===== src/rtl/line_gen_pkg.sv =====
// line_gen_pkg
//   Shared types and helpers for the Bresenham line coordinate generator.
//   - state_t  : controller FSM states
//   - abs_diff : |a-b| on unsigned operands up to ABS_W bits; callers
//                zero-extend into it and truncate the result back
//   - max_w    : elaboration-time max, used to size the internal datapath
package line_gen_pkg;

    typedef enum logic [1:0] {
        S_IDLE  = 2'd0,
        S_SETUP = 2'd1,
        S_EMIT  = 2'd2,
        S_DONE  = 2'd3
    } state_t;

    localparam int ABS_W = 32;

    function automatic logic [ABS_W-1:0] abs_diff(input logic [ABS_W-1:0] a,
                                                   input logic [ABS_W-1:0] b);
        return (a > b) ? (a - b) : (b - a);
    endfunction

    function automatic int max_w(input int a, input int b);
        return (a > b) ? a : b;
    endfunction

endpackage


===== src/rtl/line_gen_ctrl.sv =====
// line_gen_ctrl
//   Sequencing FSM for the line generator: IDLE -> SETUP -> EMIT -> DONE.
//   Ports:
//     clk, reset         clock, async active-high reset
//     start              line request (only honoured in IDLE)
//     hs                 point handshake (pt_valid && pt_ready)
//     last               current major coordinate equals the end coordinate
//     err_gtz            error term after adding dy is positive
//     load               latch endpoints this cycle
//     setup              compute swaps / deltas this cycle
//     step               advance the major axis this cycle
//     ystep_en           advance the minor axis this cycle
//     busy, pt_valid, done  status outputs, decoded from state only
module line_gen_ctrl
    import line_gen_pkg::*;
(
    input  logic clk,
    input  logic reset,
    input  logic start,
    input  logic hs,
    input  logic last,
    input  logic err_gtz,
    output logic load,
    output logic setup,
    output logic step,
    output logic ystep_en,
    output logic busy,
    output logic pt_valid,
    output logic done
);

    state_t state_q, state_d;

    always_ff @(posedge clk or posedge reset) begin
        if (reset) state_q <= S_IDLE;
        else       state_q <= state_d;
    end

    always_comb begin
        state_d = state_q;
        unique case (state_q)
            S_IDLE:  if (start) state_d = S_SETUP;
            S_SETUP: state_d = S_EMIT;
            S_EMIT:  if (hs && last) state_d = S_DONE;
            S_DONE:  state_d = S_IDLE;
            default: state_d = S_IDLE;
        endcase
    end

    // Status outputs depend on state only, so pt_ready never reaches them
    // combinationally; step/ystep_en are internal datapath enables.
    always_comb begin
        load     = (state_q == S_IDLE) && start;
        setup    = (state_q == S_SETUP);
        step     = (state_q == S_EMIT) && hs && !last;
        ystep_en = step && err_gtz;
        busy     = (state_q != S_IDLE);
        pt_valid = (state_q == S_EMIT);
        done     = (state_q == S_DONE);
    end

endmodule


===== src/rtl/line_coordinate_gen.sv =====
// line_coordinate_gen
//   Eight-octant Bresenham line generator. Endpoints are latched on start,
//   normalised in one SETUP cycle (steep swap, endpoint exchange), then one
//   point per accepted handshake is streamed in increasing major-axis order.
//   Ports:
//     clk, reset        clock, async active-high reset
//     start             line request, sampled in IDLE
//     x0,y0,x1,y1       endpoints (unsigned)
//     busy              line in progress (SETUP/EMIT/DONE)
//     pt_valid/pt_ready point handshake
//     pt_x, pt_y        current point
//     done              one-cycle pulse after the last point is accepted
module line_coordinate_gen
    import line_gen_pkg::*;
#(
    parameter int X_W = 10,
    parameter int Y_W = 9
) (
    input  logic           clk,
    input  logic           reset,
    input  logic           start,
    input  logic [X_W-1:0] x0,
    input  logic [Y_W-1:0] y0,
    input  logic [X_W-1:0] x1,
    input  logic [Y_W-1:0] y1,
    output logic           busy,
    output logic           pt_valid,
    input  logic           pt_ready,
    output logic [X_W-1:0] pt_x,
    output logic [Y_W-1:0] pt_y,
    output logic           done
);

    localparam int W  = max_w(X_W, Y_W);
    localparam int EW = W + 2;

    logic load, setup, step, ystep_en, hs, last, err_gtz;

    // Latched endpoints
    logic [W-1:0] x0_q, y0_q, x1_q, y1_q;
    logic [W-1:0] x0_d, y0_d, x1_d, y1_d;

    // Loop state, in the normalised (major = "x") frame
    logic                 steep_q, steep_d;
    logic                 yneg_q, yneg_d;
    logic [W-1:0]         cx_q, cx_d, cy_q, cy_d;
    logic [W-1:0]         xend_q, xend_d;
    logic [W-1:0]         dx_q, dx_d, dy_q, dy_d;
    logic signed [EW-1:0] err_q, err_d;

    // SETUP-cycle normalisation of the latched endpoints
    logic [W-1:0]         adx_c, ady_c;
    logic                 steep_c, swap_c;
    logic [W-1:0]         a0_c, b0_c, a1_c, b1_c;
    logic [W-1:0]         ma0_c, mb0_c, ma1_c, mb1_c;
    logic [W-1:0]         dx_c, dy_c;
    logic signed [EW-1:0] half_c;

    assign adx_c   = W'(abs_diff(ABS_W'(x0_q), ABS_W'(x1_q)));
    assign ady_c   = W'(abs_diff(ABS_W'(y0_q), ABS_W'(y1_q)));
    assign steep_c = ady_c > adx_c;

    assign a0_c = steep_c ? y0_q : x0_q;
    assign b0_c = steep_c ? x0_q : y0_q;
    assign a1_c = steep_c ? y1_q : x1_q;
    assign b1_c = steep_c ? x1_q : y1_q;

    // Walk the major axis upward: exchange endpoints if they run backwards
    assign swap_c = a0_c > a1_c;
    assign ma0_c  = swap_c ? a1_c : a0_c;
    assign mb0_c  = swap_c ? b1_c : b0_c;
    assign ma1_c  = swap_c ? a0_c : a1_c;
    assign mb1_c  = swap_c ? b0_c : b1_c;

    assign dx_c   = ma1_c - ma0_c;
    assign dy_c   = W'(abs_diff(ABS_W'(mb0_c), ABS_W'(mb1_c)));
    assign half_c = $signed({2'b00, dx_c}) >>> 1;

    // EMIT-cycle error update
    logic signed [EW-1:0] err_add;
    assign err_add = err_q + $signed({2'b00, dy_q});
    assign err_gtz = !err_add[EW-1] && (err_add != '0);

    assign last = (cx_q == xend_q);
    assign hs   = pt_valid && pt_ready;

    always_comb begin
        x0_d    = x0_q;
        y0_d    = y0_q;
        x1_d    = x1_q;
        y1_d    = y1_q;
        steep_d = steep_q;
        yneg_d  = yneg_q;
        cx_d    = cx_q;
        cy_d    = cy_q;
        xend_d  = xend_q;
        dx_d    = dx_q;
        dy_d    = dy_q;
        err_d   = err_q;
        if (load) begin
            x0_d = W'(x0);
            y0_d = W'(y0);
            x1_d = W'(x1);
            y1_d = W'(y1);
        end
        if (setup) begin
            steep_d = steep_c;
            yneg_d  = !(mb0_c < mb1_c);
            cx_d    = ma0_c;
            cy_d    = mb0_c;
            xend_d  = ma1_c;
            dx_d    = dx_c;
            dy_d    = dy_c;
            err_d   = -half_c;
        end
        if (step) begin
            cx_d  = cx_q + W'(1);
            err_d = err_add;
            if (ystep_en) begin
                cy_d  = yneg_q ? (cy_q - W'(1)) : (cy_q + W'(1));
                err_d = err_add - $signed({2'b00, dx_q});
            end
        end
    end

    always_ff @(posedge clk or posedge reset) begin
        if (reset) begin
            x0_q    <= '0;
            y0_q    <= '0;
            x1_q    <= '0;
            y1_q    <= '0;
            steep_q <= 1'b0;
            yneg_q  <= 1'b0;
            cx_q    <= '0;
            cy_q    <= '0;
            xend_q  <= '0;
            dx_q    <= '0;
            dy_q    <= '0;
            err_q   <= '0;
        end else begin
            x0_q    <= x0_d;
            y0_q    <= y0_d;
            x1_q    <= x1_d;
            y1_q    <= y1_d;
            steep_q <= steep_d;
            yneg_q  <= yneg_d;
            cx_q    <= cx_d;
            cy_q    <= cy_d;
            xend_q  <= xend_d;
            dx_q    <= dx_d;
            dy_q    <= dy_d;
            err_q   <= err_d;
        end
    end

    // Undo the steep swap on the way out; both loop registers reset to 0
    always_comb begin
        pt_x = steep_q ? cy_q[X_W-1:0] : cx_q[X_W-1:0];
        pt_y = steep_q ? cx_q[Y_W-1:0] : cy_q[Y_W-1:0];
    end

    line_gen_ctrl u_ctrl (
        .clk      (clk),
        .reset    (reset),
        .start    (start),
        .hs       (hs),
        .last     (last),
        .err_gtz  (err_gtz),
        .load     (load),
        .setup    (setup),
        .step     (step),
        .ystep_en (ystep_en),
        .busy     (busy),
        .pt_valid (pt_valid),
        .done     (done)
    );

endmodule


===== config.mk =====
export PLATFORM = sky130hd
export DESIGN_NAME = line_coordinate_gen
export DESIGN_NICKNAME = d
export VERILOG_FILES = /design/src/rtl/line_gen_pkg.sv /design/src/rtl/line_gen_ctrl.sv /design/src/rtl/line_coordinate_gen.sv
export SDC_FILE = /design/constraint.sdc
export NUM_CORES = 1
export LEC_CHECK = 0
export CORE_MARGIN = 2
export CORE_UTILIZATION = 35
export DETAILED_ROUTE_END_ITERATION = 6
export PLACE_DENSITY = 0.52
export SKIP_LAST_GASP = 1
export SLEW_MARGIN = 0
export SYNTH_ARGS = -nofsm -noshare
export SYNTH_HDL_FRONTEND = slang
export SYNTH_HIERARCHICAL = 1
export SYNTH_SLANG_ARGS = --single-unit

===== constraint.sdc =====
create_clock -name clk -period 16.7 [get_ports clk]
set_clock_uncertainty 0.1 [all_clocks]
set_input_delay 3.34 -clock clk [delete_from_list [all_inputs] [get_ports clk]]
set_output_delay 3.34 -clock clk [all_outputs]
set_load 0.05 [all_outputs]

==> key figures <==
Run status
  – Status: complete, but fails checks
  – Failing checks: DRC

STA
  – Crit share post-route: 0.756
  – Fin. max-slew vios: 0
  – Tmin final: 12.63 ns
  – Max Clk Rate: 79.2 MHz
  – Setup_tns: 0 ns
  – RSZ-0062 raised after global routing: false
  – Fin. Hold Viols: 0
  – Slew HR: 0.401
  – Final Setup Violations: 0
  – Worst-Margin Slew: 0.898 ns
  – Final worst slack: 4.07 ns

Placement
  – # port buffers: 63
  – DP HPWL: 24300 um
  – Area of placed instances: 11300 um2
  – Dpl ws: 4.19 ns
  – Placer Congestion: 0.943

Yosys
  – Mean post-synth cell area: 8.15 um2
  – Syn Nets: 1432
  – Post-synth EDFFs: 0
  – Sequential fraction of the synthesis area: 0.251
  – Post-synth top area cell: dfrtp_1
  – Ys async rst share: 1.00
  – Post-synthesis cell area: 10400 um2
  – Yosys warns: 6
  – Largest cells by area after synthesis: dfrtp_1, ha_1, a21oi_1, nand2_1, o21ai_0
  – #FFs+latches synth: 104
  – Distinct cells, synth: 78
  – Yosys top cell area share: 0.251
  – Ys flop type: dfrtp_1
  – Syn Inst Count: 1271

Clocking
  – Clock Pin Slew Worst Setup and Hold Paths: 0.08 ns
  – Postcts setup bufs: 0
  – Worst skew pair latency: 0.36 ns
  – H-tree levels: 3
  – Root buffer cell: clkbuf_16
  – Clock sinks: 104
  – Hold buffers post-CTS: 0
  – Post-CTS resize count: 0
  – CTS tree: done
  – CTS max path bufs: 2
  – CTS buffer count: 9

Worst setup path
  – Critical Path Sink Type: register
  – CP startpoint kind: register
  – Crit-path slowest cell: buf_4
  – Worst EP required: 16.85 ns
  – Max FO, Critical Path: 79
  – Max incr delay on CP: 0.67 ns
  – Crit path arrival time: 12.78 ns
  – Critical path type: register to register
  – Crit-path most repeated cell: a21oi_1

Floorplanning
  – FP Rows: 62
  – Die height: 176 um
  – Die Span X: 176 um
  – Die area: 31000 um2
  – Io pins: 64
  – Initial core utilization: 0.358
  – Core area: 28900 um2

Run
  – # Max-Cap Violations: 0

Global route
  – Grt total ovfl: 0
  – Initial antenna violation count: 0
  – Largest net degree at the start of global routing: 80
  – Number of global-route vias before repair: 8756
  – Total GRT Usage: 0.202
  – First-pass GRT wire length: 48900 um

Min path
  – Min-delay worst type: register to register

Routing
  – Total iterations of the first detailed-routing run: 7
  – Detailed-route wire length: 30900 um
  – Wire per inst: 18.3 um
  – Vias/cell: 5.29
  – Final ANT Viol Nets: 0
  – Via count: 8937
  – Initial DRC Count: 610
  – DRC viols: 2

Finish
  – Share of cells above drive strength 1: 0.0790
  – Final antenna diode count: 0
  – Area Overhead vs Synth: 12.3%
  – Post-route cell area: 11600 um2
  – Fillers: 2946
  – Final core utilization: 0.402
  – Layout Nets: 1460
==> layout by cell type, fill, tap and decap left out, types with 6 or more instances in the layout <==
cell               n
nand2_1          146
inv_1            123
a21oi_1          117
ha_1             109
o21ai_0          108
dfrtp_1          104
nor2_1            85
clkdlybuf4s50_1   63
mux2i_1           53
xnor2_1           48
mux2_2            42
a21o_1            32
o21bai_1          22
nand3_1           19
xor2_1            19
a211oi_1          19
nor2b_1           14
nor3_1            13
o211ai_1          13
nand4_1           12
fa_1               9
clkbuf_16          9
buf_4              9
o31ai_1            7
a31oi_1            7
nand2b_1           6
==> cell type report <==
class / count / area [um2] / area share
timing repair buffer: 72 / 698 / 0.0600
multi-input combinational: 988 / 7090 / 0.609
clock buffer: 10 / 229 / 0.0197
inverter: 124 / 468 / 0.0402
sequential: 104 / 2600 / 0.224
tap: 384 / 480 / 0.0413
clock inverter: 6 / 73.8 / 0.00634
==> cells in the mapped netlist, drive strengths merged (14+ instances only) <==
master  count
nand2     146
inv       124
a21oi     120
ha        110
o21ai     110
dfrtp     104
nor2       87
mux2i      54
xnor2      49
mux2       44
clkbuf     41
a21o       33
o21bai     23
a211oi     19
nand3      19
xor2       19
nor3       16
nor2b      15
buf        14
==> worst paths after layout <==
| check | startpoint | to | slack, ns | depth (start not counted) |
|---|---|---|---|---|
| max | x0_q[0] | dy_q[7] | 4.07 | 56 |
| max reg2reg | x0_q[0] | dy_q[7] | 4.07 | 56 |
| min | cy_q[9] | cy_q[9] | 0.38 | 1 |
| min in group asynchronous | reset | u_ctrl/state_q[1] | 3.11 | 2 |
| max in group asynchronous | reset | y0_q[6] | 11.97 | 3 |
| min reg2reg | cy_q[9] | cy_q[9] | 0.38 | 1 |
==> stage by stage <==
stage          cells  hold WS [ns]
3_3_place_gp    1672         0.362
4_1_cts         1688         0.377
5_1_grt         1688         0.389
6_report        1688         0.378
3_5_place_dp    1672         0.368
2_1_floorplan   1271         0.342
==> sequential cells by signal (all words and copies together) (netlist names) <==
name and cells:
u_ctrl/state_q 2, yneg_q 1, cy_q 10, dx_q 10, cx_q 10, y0_q 9
dy_q 10, steep_q 1, xend_q 10, x0_q 10, y1_q 9, x1_q 10
err_q 12
==> critical path, delay by kind of cell, from the launching register on <==
family	cells	cell delay [ns]
buffers and inverters	9	2.14
flip-flops	1	0.43
AND/OR/NAND/NOR	10	1.77
adder cells (fa/ha/maj)	6	1.78
multiplexers	2	0.41
XOR/XNOR	2	0.34
AO/OA/AOI/OAI	27	5.47
==> metal layers <==
metal | GRT usage | vias up | share of wire
met5 | 0 | - | 0
met4 | 0.0634 | 0 | 0.027
met3 | 0.0258 | 41 | 0.035
met2 | 0.336 | 189 | 0.47
met1 | 0.273 | 4226 | 0.47
li1 | - | 4481 | -
==> logic make-up after synthesis <==
kind of cell | after synthesis | share of synthesized area
AO/OA/AOI/OAI | 377 | 0.231
AND/OR/NAND/NOR | 325 | 0.142
buffers and inverters | 179 | 0.0659
adder cells (fa/ha/maj) | 120 | 0.151
flip-flops | 104 | 0.251
multiplexers | 98 | 0.101
XOR/XNOR | 68 | 0.0582
Power is not shown: default switching activity piles up to over one toggle a cycle in this logic, so the estimate is an artifact.
